`src/rtl/down_timer.sv`:
```
// Loadable down-counting timer: counts a loaded period down on each tick enable and
// emits a one-clock done pulse on expiry, either stopping (one-shot) or reloading (periodic).
module down_timer #(
  parameter int unsigned WIDTH = 8
) (
  input  logic             i_clk,
  input  logic             i_rst_n,
  input  logic             i_start,
  input  logic             i_stop,
  input  logic             i_mode,
  input  logic [WIDTH-1:0] i_load_val,
  input  logic             i_en,
  output logic [WIDTH-1:0] o_q,
  output logic             o_busy,
  output logic             o_done
);

  typedef enum logic {StIdle, StRun} state_e;

  state_e           r_state;
  logic [WIDTH-1:0] r_q;
  logic [WIDTH-1:0] r_reload;
  logic             r_mode;
  logic             r_busy;
  logic             r_done;

  state_e           w_state_d;
  logic [WIDTH-1:0] w_q_d;
  logic [WIDTH-1:0] w_reload_d;
  logic             w_mode_d;
  logic             w_done_d;

  always_ff @(posedge i_clk or negedge i_rst_n) begin
    if (!i_rst_n) begin
      r_state  <= StIdle;
      r_q      <= '0;
      r_reload <= '0;
      r_mode   <= 1'b0;
      r_busy   <= 1'b0;
      r_done   <= 1'b0;
    end else begin
      r_state  <= w_state_d;
      r_q      <= w_q_d;
      r_reload <= w_reload_d;
      r_mode   <= w_mode_d;
      r_busy   <= (w_state_d == StRun);
      r_done   <= w_done_d;
    end
  end

  // Stop outranks start, which outranks the tick; a start in RUN discards that clock's tick.
  always_comb begin
    w_state_d  = r_state;
    w_q_d      = r_q;
    w_reload_d = r_reload;
    w_mode_d   = r_mode;
    w_done_d   = 1'b0;
    if ((r_state == StRun) && i_stop) begin
      w_state_d = StIdle;
    end else if (i_start && !i_stop) begin
      if (i_load_val != '0) begin
        w_q_d      = i_load_val;
        w_reload_d = i_load_val;
        w_mode_d   = i_mode;
        w_state_d  = StRun;
      end else begin
        w_q_d     = '0;
        w_done_d  = 1'b1;
        w_state_d = StIdle;
      end
    end else if ((r_state == StRun) && i_en) begin
      if (r_q == WIDTH'(1)) begin
        w_done_d = 1'b1;
        if (r_mode) begin
          w_q_d = r_reload;
        end else begin
          w_q_d     = '0;
          w_state_d = StIdle;
        end
      end else begin
        w_q_d = r_q - WIDTH'(1);
      end
    end
  end

  always_comb begin
    o_q    = r_q;
    o_busy = r_busy;
    o_done = r_done;
  end

endmodule

```
`config.mk`:
```
export PLATFORM = sky130hd
export DESIGN_NAME = down_timer
export DESIGN_NICKNAME = d
export VERILOG_FILES = /design/src/rtl/down_timer.sv
export SDC_FILE = /design/constraint.sdc
export NUM_CORES = 1
export LEC_CHECK = 0
export ABC_AREA = 1
export ABC_CLOCK_PERIOD_IN_PS = 3500
export CAP_MARGIN = 20
export CORE_ASPECT_RATIO = 0.6
export CORE_UTILIZATION = 55
export DETAILED_ROUTE_END_ITERATION = 16
export PLACE_DENSITY = 0.9
export SETUP_SLACK_MARGIN = 0.02
export SYNTH_ARGS = -nofsm -noshare
export SYNTH_HDL_FRONTEND = slang
export SYNTH_SLANG_ARGS = --single-unit
```
`constraint.sdc`:
```
create_clock -name i_clk -period 3.5 [get_ports i_clk]
set_clock_uncertainty 0.2 [all_clocks]
set_input_delay 0.525 -clock i_clk [delete_from_list [all_inputs] [get_ports i_clk]]
set_output_delay 0.525 -clock i_clk [all_outputs]
set_load 0.02 [all_outputs]
```
======== Word level (Yosys, flattened, before mapping) ========
Index checks and enable logic that the tools add are counted.
operators by class
  add/subtract/negate cells ............... 1
  equality and inequality tests ........... 2
  muxes and demuxes ....................... 16
  bitwise logic cells ..................... 1
  reductions and logical operators ........ 11
operators by type and width
  operator                                                count
  two-way mux 8 bit                                       5
  two-way mux 1 bit                                       11
  == test 8 x 1 -> 1 bit (second input constant)          1
  nonzero test 8 bit                                      1
  subtractor 8 x 1 -> 8 bit (second input constant)       1
  AND reduction 3 bit                                     2
  nonzero test 3 bit                                      2
  logical AND 1 bit                                       3
  inequality test 3 x 1 -> 1 bit (second input constant)  1
  AND reduction 2 bit                                     1
  nonzero test 2 bit                                      1
  logical NOT 1 bit                                       1
  NOT 1 bit                                               1
word-level totals
  register bits after elaboration ......... 19
  output and inout port bits .............. 10

======== Longest topological paths before layout ========
  word-level depth ........................ 5
  mapped depth ............................ 9
  mapped depth without buffers ............ 9

======== Least setup slack after synthesis ========
Ideal clock, no wire load.
  path kind ............................... register to register
  start point ............................. register r_q[1] (netlist: o_q[1])
  end point ............................... register r_q[4] (netlist: o_q[4])
  setup time .............................. 117 ps
  arrival ................................. 1320 ps
  required time ........................... 3183 ps
  setup slack ............................. 1863 ps
  stages on the path, launching flop included .. 10
  period minus slack after synthesis ...... 1637 ps
  cells stage by stage .................... dfrtp_1 inv_1 ha_1 nand3_2 inv_1 nand2_8 nand2_1 nand3_1 nand2_1 nand2_1
between the ends
  cells in the longest elaborated chain, start to end .. 4
  elaborated cells on any way between the ends .. 5
  those cells by class .................... 1 x add/sub; 1 x eq/ne; 3 x mux
ends and longest elaborated chain
  what                                                                 RTL line  text
  from (decl)                                                          21        logic [WIDTH-1:0] r_q;
  from (signal assigned)                                               43        r_q <= w_q_d;
  subtractor 8 x 1 -> 8 bit or == test 8 x 1 -> 1 bit (tied branches)  81, 72
  two-way mux 8 bit *                                                  72        if (r_q == WIDTH'(1)) begin
  two-way mux 8 bit *                                                  71        end else if ((r_state == StRun) && i_en) begin
  two-way mux 8 bit *                                                  60        end else if (i_start && !i_stop) begin
Mark *: on every way between the ends. The rest lies on a longest branch, timed or not. The select of a mux whose other input is x is not followed.
A chain may end at the register's enable or synchronous reset.

======== Worst setup path in the final report ========
  start point ............................. register r_q[2] (netlist: o_q[2])
  end point ............................... output port o_q[2]
RTL lines
  what       RTL line  text
  to (decl)  13        output logic [WIDTH-1:0] o_q,
No word-level cell between the ends.

==> results.txt <==
hold path endpoint -> r_reload[0]
syn nets -> 188
crit path kind -> reg -> out
PostCTS Resize Cnt -> 0
Worst VDD drop -> 0.317 mV
total core area -> 0.00216 mm²
dominant cell type by area after synthesis -> dfrtp_1
TNS Setup -> 0 ns
I/O Buffers -> 23
Worst Hold Class -> reg -> reg
FF-to-FF End -> o_q[1]
grt met1 use -> 34.3%
CP max stage delay -> 0.65 ns
worst path bufs/invs -> 1
vias per inst -> 5.30
post-CTS setup buffer count -> 0
initial DRC count -> 118
grt met2 use -> 43.9%
Die H -> 39.2 µm
Synth Area in XOR/XNOR -> 0%
crit path cell chain -> clkdlybuf4s50_1
Hold Crit Depth -> 2
multiplexer area fraction after synthesis -> 0%
HP Start -> r_reload[0]
Max Freq -> 472 MHz
Post-synth EDFFs -> 0
Die Width -> 63.9 µm
Compound-Gate Fraction of Synth Area -> 13.6%
adder-cell share of the synthesized area -> 1.98%
Rows -> 13
share of layout cells above drive strength 1 -> 11.3%
initial core utilization -> 58.5%
Worst EP required -> 2.77 ns
Num CTS Buffers -> 3
initial antenna violation count -> 0
headroom to the max-slew limit -> 44.5%
Yosys warning count -> 0
status -> complete, no violations
FF-to-FF Start -> o_q[1]
leakage -> 0.000797 µW
DIE AREA -> 0.00250 mm²
# IOs -> 24
CTS tree -> built
fin area -> 0.00155 mm²
Avg WL per Cell -> 12.7 µm
H-tree levels -> 1
Final Hold Violating Endpoints -> 0
DP Area -> 0.00150 mm²
ys async rst share -> 100%
clock period minus worst slack -> 2.12 ns
clk_lat worst skew -> 0.26 ns
Yosys reg bits -> 19
vias in the first global route -> 1034
max-cap violations -> 0
family with the most delay on the worst path -> buffers and inverters
Gate Count Post-Synth -> 172
clock transition at the registers of the reported paths -> 0.07 ns
top post-synthesis cells by count -> nand2_1 (54), dfrtp_1 (19), inv_1 (18)
ant diodes -> 0
synthesized area per cell -> 7.36 µm²
Slew Viols, Final -> 0
reg2reg setup slack -> 1.73 ns
P&R area growth vs syn -> 22.1%
most numerous cell in the Yosys netlist -> nand2_1
CP max FO -> 6
CP max-delay cell -> clkdlybuf4s50_1
Netlist cell types -> 27
WP data arrival -> 1.39 ns
share of the synthesized area in the top cell type -> 37.5%
Routability Congestion -> 0.857
RSZ-0062 raised after global routing -> false
final net count -> 212
Routed Antenna Nets -> 0
fill count -> 174
# setup viols final -> 0
post-synthesis simple-gate area fraction -> 35.4%
hold_buf cts -> 0
Clock Sinks -> 19
grt met3 use -> 7.06%
CP Capture Type -> output port
top post-synthesis cells by area -> dfrtp_1 (38%), nand2_1 (16%), nand3_1 (6.7%)
clk buf depth -> 2
via count -> 1192
Reg2Reg Depth -> 9
Worst Max-Slew Pin Slew -> 0.830 ns
final wirelength -> 2860 µm
ys flop type -> dfrtp_1
period utilization -> 60.5%
largest net degree at the start of global routing -> 20
Startpoint Class -> flip-flop
drt drc -> 0
Post-DP HPWL -> 2250 µm
register area share after synthesis -> 37.5%
Power Density -> 567 mW/mm²
grt total ovfl -> 0
gr usage total -> 26.7%
main combinational cell family by area after synthesis -> simple AND/OR/NAND/NOR gates
clk root buf -> clkbuf_8
TritonRoute pass-1 iters -> 4
layer with the highest usage -> met2
first-pass GRT wire length -> 4800 µm
Netlist Area Pre-Place -> 0.00127 mm²
[metal layers]
| metal | vias up | part of all wire (%) |
|---|---|---|
| met4 | 0 | 1.2 |
| li1 | 591 | - |
| met5 | - | 0 |
| met1 | 543 | 46 |
| met3 | 6 | 7.9 |
| met2 | 52 | 45 |
[where the power goes]
| part | internal [µW] | switching (µW) | leakage [µW] |
|---|---|---|---|
| Clock | 81.0 | 72.0 | 0.0000228 |
| Sequential | 261 | 60.4 | 0.000237 |
| Combinational | 161 | 241 | 0.000538 |
| Total | 504 | 373 | 0.000797 |
[per-stage QoR]
stage	setup slack, ns	util [%]	power [µW]	hold WS, ns	std cells
2_1_floorplan	1.86	-	588	0.0294	172
3_3_place_gp	1.32	69.4	704	0.279	221
3_5_place_dp	1.26	69.4	723	0.279	221
4_1_cts	1.38	71.5	878	0.296	225
5_1_grt	1.29	71.5	939	0.336	225
6_report	1.38	71.5	877	0.289	225
[area by class of cell]
| type | count | area (µm²) | area share [%] |
|---|---|---|---|
| multi-input cells | 120 | 646 | 41.7 |
| flip-flops and latches | 19 | 475 | 30.7 |
| repair buffers | 23 | 230 | 14.9 |
| inverters | 29 | 113 | 7.28 |
| clock buffers | 4 | 45.0 | 2.91 |
| well taps | 30 | 37.5 | 2.43 |
[registers in the layout, indices dropped and copies added, names as in the netlist]
| name | count |
|---|---|
| o_busy | 1 |
| o_done | 1 |
| o_q | 8 |
| r_reload | 8 |
| r_mode | 1 |
[kinds of logic (layout without fill, tap and decap cells)]
kind of cell             after synthesis  count (layout)
AO/OA/AOI/OAI                         28              28
adder cells (fa/ha/maj)                2               2
buffers and inverters                 33              56
flip-flops                            19              19
AND/OR/NAND/NOR                       90              90
[worst max path at each step]
stage	start	to	slack, ns	cells after the start
detailed placement	i_start	r_mode	1.26	7
CTS	o_q[2]	o_q[2]	1.38	1
global placement	i_start	r_mode	1.32	7
floorplan	o_q[1]	o_q[4]	1.86	9
global route	o_q[2]	o_q[2]	1.29	1
finish	o_q[2]	o_q[2]	1.38	1
[cells in the final DEF (no fill, tap or decap), types with 2 or more instances in the layout]
cell type and n:
clkbuf_8 3, nor2_1 6, nand3_1 17, nor2_4 2, inv_1 18, nand2_2 2
o21ai_0 3, o21ai_4 2, clkdlybuf4s50_1 23, dfrtp_1 19, nand2_1 54, nand4_1 2
clkinv_1 6, o21ai_1 9, a21oi_1 12, inv_2 3, ha_1 2, nand2_4 2
Note: power is estimated with default switching activity, not from simulation.
